`src/rtl/pc_fetch_unit_if.sv`:
```
`default_nettype none
// ============================================================================
//  Module      : pc_fetch_unit_if
//  Description : Core/memory-side signal bundle of the PC fetch unit.
//                slave  = fetch unit view, master = core + memory view.
//  Revision    : 1.0  initial release
// ============================================================================
interface pc_fetch_unit_if;
   // Core side
   logic [31:0] next_pc;
   logic        pc_load;
   logic        stall;
   logic [31:0] pc;
   logic [31:0] pc_plus4;
   logic [31:0] instr;
   logic        instr_valid;
   logic        err_misaligned;
   logic        err_timeout;
   // Instruction memory side
   logic        imem_req;
   logic [31:0] imem_addr;
   logic        imem_ack;
   logic [31:0] imem_rdata;

   modport slave (
      input  next_pc, pc_load, stall, imem_ack, imem_rdata,
      output pc, pc_plus4, instr, instr_valid, err_misaligned, err_timeout,
             imem_req, imem_addr
   );

   modport master (
      output next_pc, pc_load, stall, imem_ack, imem_rdata,
      input  pc, pc_plus4, instr, instr_valid, err_misaligned, err_timeout,
             imem_req, imem_addr
   );
endinterface
`default_nettype wire

```
`src/rtl/pc_fetch_unit.sv`:
```
`default_nettype none
// ============================================================================
//  Module      : pc_fetch_unit
//  Description : Program counter register with a single-outstanding
//                instruction fetch, ack timeout and misaligned-target trap.
//  Revision    : 1.0  initial release
// ============================================================================
module pc_fetch_unit #(
   parameter logic [31:0] RESET_PC = 32'h0000_0000,
   parameter int unsigned TIMEOUT  = 16
) (
   input  logic             clk,
   input  logic             rst,
   pc_fetch_unit_if.slave   io_bus
);

   localparam logic [7:0] c_TIMEOUT = 8'(TIMEOUT);

   typedef enum logic [1:0] {
      S_FETCH = 2'd0,
      S_DONE  = 2'd1,
      S_ERROR = 2'd2
   } state_t;

   state_t      r_state;
   state_t      w_state_nxt;
   logic [31:0] r_pc;
   logic [31:0] w_pc_nxt;
   logic [31:0] r_instr;
   logic [31:0] w_instr_nxt;
   logic        r_instr_valid;
   logic        w_instr_valid_nxt;
   logic        r_err_mis;
   logic        w_err_mis_nxt;
   logic        r_err_to;
   logic        w_err_to_nxt;
   logic [7:0]  r_wait_cnt;
   logic [7:0]  w_wait_cnt_nxt;
   logic [7:0]  w_wait_inc;
   logic        w_load_req;

   assign w_wait_inc = r_wait_cnt + 8'd1;
   assign w_load_req = io_bus.pc_load & ~io_bus.stall;

   // Next-state and next-register computation; everything holds by default
   always_comb begin
      w_state_nxt       = r_state;
      w_pc_nxt          = r_pc;
      w_instr_nxt       = r_instr;
      w_instr_valid_nxt = r_instr_valid;
      w_err_mis_nxt     = r_err_mis;
      w_err_to_nxt      = r_err_to;
      w_wait_cnt_nxt    = r_wait_cnt;
      case (r_state)
         S_FETCH: begin
            // An ack in the timeout cycle still wins over the timeout
            if (io_bus.imem_ack) begin
               w_instr_nxt       = io_bus.imem_rdata;
               w_instr_valid_nxt = 1'b1;
               w_wait_cnt_nxt    = 8'd0;
               w_state_nxt       = S_DONE;
            end else begin
               w_wait_cnt_nxt = w_wait_inc;
               if (w_wait_inc == c_TIMEOUT) begin
                  w_err_to_nxt = 1'b1;
                  w_state_nxt  = S_ERROR;
               end
            end
         end
         S_DONE: begin
            if (w_load_req) begin
               w_instr_valid_nxt = 1'b0;
               if (io_bus.next_pc[1:0] == 2'b00) begin
                  w_pc_nxt    = io_bus.next_pc;
                  w_state_nxt = S_FETCH;
               end else begin
                  w_err_mis_nxt = 1'b1;
                  w_state_nxt   = S_ERROR;
               end
            end
         end
         S_ERROR: begin
            w_instr_valid_nxt = 1'b0;
         end
         default: begin
            w_instr_valid_nxt = 1'b0;
            w_state_nxt       = S_ERROR;
         end
      endcase
   end

   // State and datapath registers with synchronous reset
   always_ff @(posedge clk) begin
      if (rst) begin
         r_state       <= S_FETCH;
         r_pc          <= RESET_PC;
         r_instr       <= 32'h0000_0000;
         r_instr_valid <= 1'b0;
         r_err_mis     <= 1'b0;
         r_err_to      <= 1'b0;
         r_wait_cnt    <= 8'd0;
      end else begin
         r_state       <= w_state_nxt;
         r_pc          <= w_pc_nxt;
         r_instr       <= w_instr_nxt;
         r_instr_valid <= w_instr_valid_nxt;
         r_err_mis     <= w_err_mis_nxt;
         r_err_to      <= w_err_to_nxt;
         r_wait_cnt    <= w_wait_cnt_nxt;
      end
   end

   assign io_bus.imem_req       = (r_state == S_FETCH);
   assign io_bus.imem_addr      = r_pc;
   assign io_bus.pc             = r_pc;
   assign io_bus.pc_plus4       = r_pc + 32'd4;
   assign io_bus.instr          = r_instr;
   assign io_bus.instr_valid    = r_instr_valid;
   assign io_bus.err_misaligned = r_err_mis;
   assign io_bus.err_timeout    = r_err_to;

endmodule
`default_nettype wire

```
`src/flat_wrapper.sv`:
```
// flat-port wrapper written by rule: the top's interface ports become plain ports
module pc_fetch_unit_flat 
#(
   parameter logic [31:0] RESET_PC = 32'h0000_0000,
   parameter int unsigned TIMEOUT  = 16
)
  (clk, rst, io_bus_next_pc, io_bus_pc_load, io_bus_stall, io_bus_imem_ack, io_bus_imem_rdata, io_bus_pc, io_bus_pc_plus4, io_bus_instr, io_bus_instr_valid, io_bus_err_misaligned, io_bus_err_timeout, io_bus_imem_req, io_bus_imem_addr);
  pc_fetch_unit_if io_bus_i ();
  input  logic clk;
  input  logic rst;
  input wire logic [$bits(io_bus_i.next_pc)-1:0] io_bus_next_pc;
  input wire logic [$bits(io_bus_i.pc_load)-1:0] io_bus_pc_load;
  input wire logic [$bits(io_bus_i.stall)-1:0] io_bus_stall;
  input wire logic [$bits(io_bus_i.imem_ack)-1:0] io_bus_imem_ack;
  input wire logic [$bits(io_bus_i.imem_rdata)-1:0] io_bus_imem_rdata;
  output wire logic [$bits(io_bus_i.pc)-1:0] io_bus_pc;
  output wire logic [$bits(io_bus_i.pc_plus4)-1:0] io_bus_pc_plus4;
  output wire logic [$bits(io_bus_i.instr)-1:0] io_bus_instr;
  output wire logic [$bits(io_bus_i.instr_valid)-1:0] io_bus_instr_valid;
  output wire logic [$bits(io_bus_i.err_misaligned)-1:0] io_bus_err_misaligned;
  output wire logic [$bits(io_bus_i.err_timeout)-1:0] io_bus_err_timeout;
  output wire logic [$bits(io_bus_i.imem_req)-1:0] io_bus_imem_req;
  output wire logic [$bits(io_bus_i.imem_addr)-1:0] io_bus_imem_addr;
  assign io_bus_i.next_pc = io_bus_next_pc;
  assign io_bus_i.pc_load = io_bus_pc_load;
  assign io_bus_i.stall = io_bus_stall;
  assign io_bus_i.imem_ack = io_bus_imem_ack;
  assign io_bus_i.imem_rdata = io_bus_imem_rdata;
  assign io_bus_pc = io_bus_i.pc;
  assign io_bus_pc_plus4 = io_bus_i.pc_plus4;
  assign io_bus_instr = io_bus_i.instr;
  assign io_bus_instr_valid = io_bus_i.instr_valid;
  assign io_bus_err_misaligned = io_bus_i.err_misaligned;
  assign io_bus_err_timeout = io_bus_i.err_timeout;
  assign io_bus_imem_req = io_bus_i.imem_req;
  assign io_bus_imem_addr = io_bus_i.imem_addr;
  pc_fetch_unit #(.RESET_PC(RESET_PC), .TIMEOUT(TIMEOUT)) u_core (.clk(clk), .rst(rst), .io_bus(io_bus_i));
endmodule
```
`config.mk`:
```
export PLATFORM = sky130hd
export DESIGN_NAME = pc_fetch_unit_flat
export DESIGN_NICKNAME = d
export VERILOG_FILES = /design/src/rtl/pc_fetch_unit_if.sv /design/src/rtl/pc_fetch_unit.sv /design/src/flat_wrapper.sv
export SDC_FILE = /design/constraint.sdc
export NUM_CORES = 1
export LEC_CHECK = 0
export ABC_AREA = 1
export CAP_MARGIN = 25
export CORE_MARGIN = 2
export CORE_UTILIZATION = 40
export CTS_BUF_LIST = sky130_fd_sc_hd__clkbuf_8 sky130_fd_sc_hd__clkbuf_16
export DETAILED_ROUTE_END_ITERATION = 7
export GPL_ROUTABILITY_DRIVEN = 0
export PLACE_DENSITY_LB_ADDON = 0.3
export SLEW_MARGIN = 5
export SYNTH_ARGS = -nofsm -noshare
export SYNTH_HDL_FRONTEND = slang
export SYNTH_SLANG_ARGS = --single-unit
```
`constraint.sdc`:
```
create_clock -name clk -period 1.9 [get_ports clk]
set_input_delay 0.285 -clock clk [delete_from_list [all_inputs] [get_ports clk]]
set_output_delay 0.285 -clock clk [all_outputs]
set_load 0.02 [all_outputs]
```
==> metrics <==
status=finished with violations; failing checks=negative setup slack; ant diodes=0; vias in the first global route=4144; H-tree levels=3; crit path capture type=output pin; routed wire length=13800 microns; PwrDens=635 mW/mm^2; Fin. Hold Viols=0; Worst path max stage delay=0.39 ns; setup violators final=22; hold wc startpoint=u_core.io_bus.err_timeout; register area share after synthesis=40.5%; dpl hpwl=9950 microns; die width=102 microns; Critical R2R Launch=u_core.r_wait_cnt[1]; VDD IR max=0.000599 V; pin count of the biggest net entering global routing=47; Clock Sinks=77; synth-to-layout area growth=80.0%; final hold slack=0.481 ns; Setup Skew=0.0147 ns; WP buf/inv=2; Worst-path clk slew=0.08 ns; Cell Chain, Critical Path=ha_4 -> nand3_4 -> inv_2 -> nand2_4 -> nor2_4 -> nand2_4 -> nor2_4 -> nand3_2 -> xor2_2 -> buf_6; synthesized area per cell=7.45 sq um; Non-Filler Cell Area, Final=0.00685 sq mm; die height=102 microns; minimum clock period after layout=2.22 ns; Netlist Area Pre-Place=0.00381 sq mm; TritonCTS clock tree=built; cell taking the most area after synthesis=dfxtp_1; number of cells on the worst reg-to-reg path=10; Synth Instances=511; hold path cells=1; first-pass GRT wire length=20200 microns; Ys Warns=0; Util after Layout=74.2%; dpl cell area=0.00637 sq mm; P_leak=0.00286 uW; I/O pins=201; GR Overflow Total=0; library cells used by synthesis=30; Req. time, crit path=1.62 ns; syn nets=582; Final period util=117%; IO buf count=200; vias=4333; Synth top area share=40.5%; total power=4350 uW; Total GRT Usage=24.9%; Layout Cells excl Fill=897; Worst Hold Class=reg -> reg; max-slew violation count=0; final antenna-violating net count=0; Reg power frac=41.8%; Int Power=3050 uW; CTS Root Cell=clkbuf_8; CP max stage cell=dfxtp_4; row count=35; CTS Buf Count=9; Relative slew margins=73.3%; core region area=0.00924 sq mm; critical path peak fanout=4; Initial Utilization=41.2%; Switching Fraction=30.0%; layout cell share with drive strength beyond 1=27.7%; Comb power frac=25.0%; number of remaining DRC errors=0; crit-path leading delay family=simple AND/OR/NAND/NOR gates; placed insts=875; clk buf depth=2; Via density=4.83; final setup margin=-0.317 ns; CTS hold repair buffers=0; worst-skew pair later-pin latency=0.35 ns; Synth Register Bits=77; Slew @ Worst Pin=0.400 ns; Iter 0 DRT Violations=169; Psw=1300 uW; startpoint types=flip-flop; fmax=451 MHz; Max Cap Violations=0; initial antenna violation count=0; first drt pass iteration count=4; WL/cell=15.3 microns; critical path depth in cells=10; CP Class=reg -> out; Area contributors post-synth=dfxtp_1 (40%), nor2_1 (8.6%), o21ai_0 (8.1%), buf_4 (6.7%), xor2_1 (6.7%); Clk pwr share=33.2%; final net count=834; die area=0.0103 sq mm; RSZ-0062 raised after global routing=true; crit path from=u_core.io_bus.imem_addr[3]; CP arrival=1.93 ns
cell type report:
cell class,count,area [sq um]
Timing Repair Buffer,294,2700
Fill cell,671,2390
Multi-Input combinational cell,333,2000
Sequential cell,77,1580
Inverter,48,180
Tap cell,129,161
Clock buffer,10,138
Clock inverter,6,92.6
path summary, 6_finish.rpt:
check	endpoint	slack (ns)
setup reg to reg	u_core.r_state[1]	0.24
hold reg to reg	u_core.io_bus.err_timeout	0.48
setup / recovery	io_bus_pc_plus4[28]	-0.32
hold / removal	u_core.io_bus.err_timeout	0.48
worst register-to-register path, delay by kind of cell, from the launching register on:
| family | cells | cell delay, ns |
|---|---|---|
| flip-flops | 1 | 0.38 |
| adder cells (fa/ha/maj) | 1 | 0.22 |
| AO/OA/AOI/OAI | 1 | 0.19 |
| AND/OR/NAND/NOR | 8 | 0.77 |
power groups by stage:
stage | sequential, uW | combinational, uW | clock (uW)
floorplan | 2010 | 385 | 0
global placement | 1850 | 1060 | 0
detailed placement | 1860 | 1080 | 0
CTS | 1820 | 1090 | 1470
global route | 1840 | 1180 | 1540
finish | 1820 | 1090 | 1450
cells by family after synthesis:
group,Yosys count,share of synthesized area (%)
flip-flops,77,40.5
XOR/XNOR,30,6.90
AO/OA/AOI/OAI,105,14.1
buffers and inverters,101,14.0
adder cells (fa/ha/maj),2,0.657
AND/OR/NAND/NOR,196,23.8
metal layers:
metal  global-route usage [%]  wire [microns]
met3                     5.66             873
met2                     45.2            7180
met1                     28.6            5310
met4                     8.52             397
met5                        0               0
synth_stat cells:
cell type / instances
nor2_2: 4
ha_1: 2
buf_6: 3
buf_4: 34
clkbuf_1: 12
clkinv_1: 1
inv_2: 1
nor3_1: 12
nor2_4: 5
a2bb2oi_1: 2
xnor2_1: 1
nor4_4: 1
nor2_1: 87
nand4_1: 5
and3_1: 1
buf_2: 4
o21a_1: 1
xor2_1: 29
nand2_1: 52
nand3_1: 19
nor3_2: 2
nand2_4: 1
dfxtp_1: 77
nor4_1: 2
a21oi_1: 39
inv_1: 46
a31oi_1: 1
nand2_2: 1
o21ai_0: 62
nand3_2: 4
layout by cell type (no fill, tap or decap), types with 3 or more instances in the layout:
master,Yosys,final
clkdlybuf4s50_1,0,171
buf_4,34,104
nor2_1,87,86
o21ai_0,62,62
dfxtp_1,77,58
nand2_1,52,43
inv_1,46,41
a21oi_1,39,39
xor2_1,29,20
nand3_1,19,17
dfxtp_2,0,13
buf_6,3,11
clkbuf_8,0,10
nor2_4,5,9
xor2_2,0,9
nor3_2,2,7
nand2_2,1,7
inv_2,1,6
dfxtp_4,0,6
nand4_1,5,5
nor3_4,0,4
nand3_4,0,4
nand2_4,1,4
nor3_1,12,3
through the flow:
stage / worst slack, ns / TNS, ns
after floorplan: 0.000626 / 0
after global placement: -0.345 / -5.33
after detailed placement: -0.421 / -6.34
after CTS: -0.252 / -3.61
after global routing: -0.395 / -6.07
final: -0.317 / -4.14
timing repair:
action	in CTS	in global routing
cloned	0	0
pin swaps	13	29
setup endpoints to repair	28	28
gates resized for setup	158	48
setup buffers	3	6
flip-flops by register name, indices dropped and copies added, names as in the netlist:
signal,cells
u_core.io_bus.err_timeout,1
u_core.io_bus.instr,32
u_core.io_bus.err_misaligned,1
u_core.r_state,2
u_core.io_bus.imem_addr,32
u_core.r_wait_cnt,8
u_core.io_bus.instr_valid,1
No activity file was read; power rests on OpenSTA's default activity.
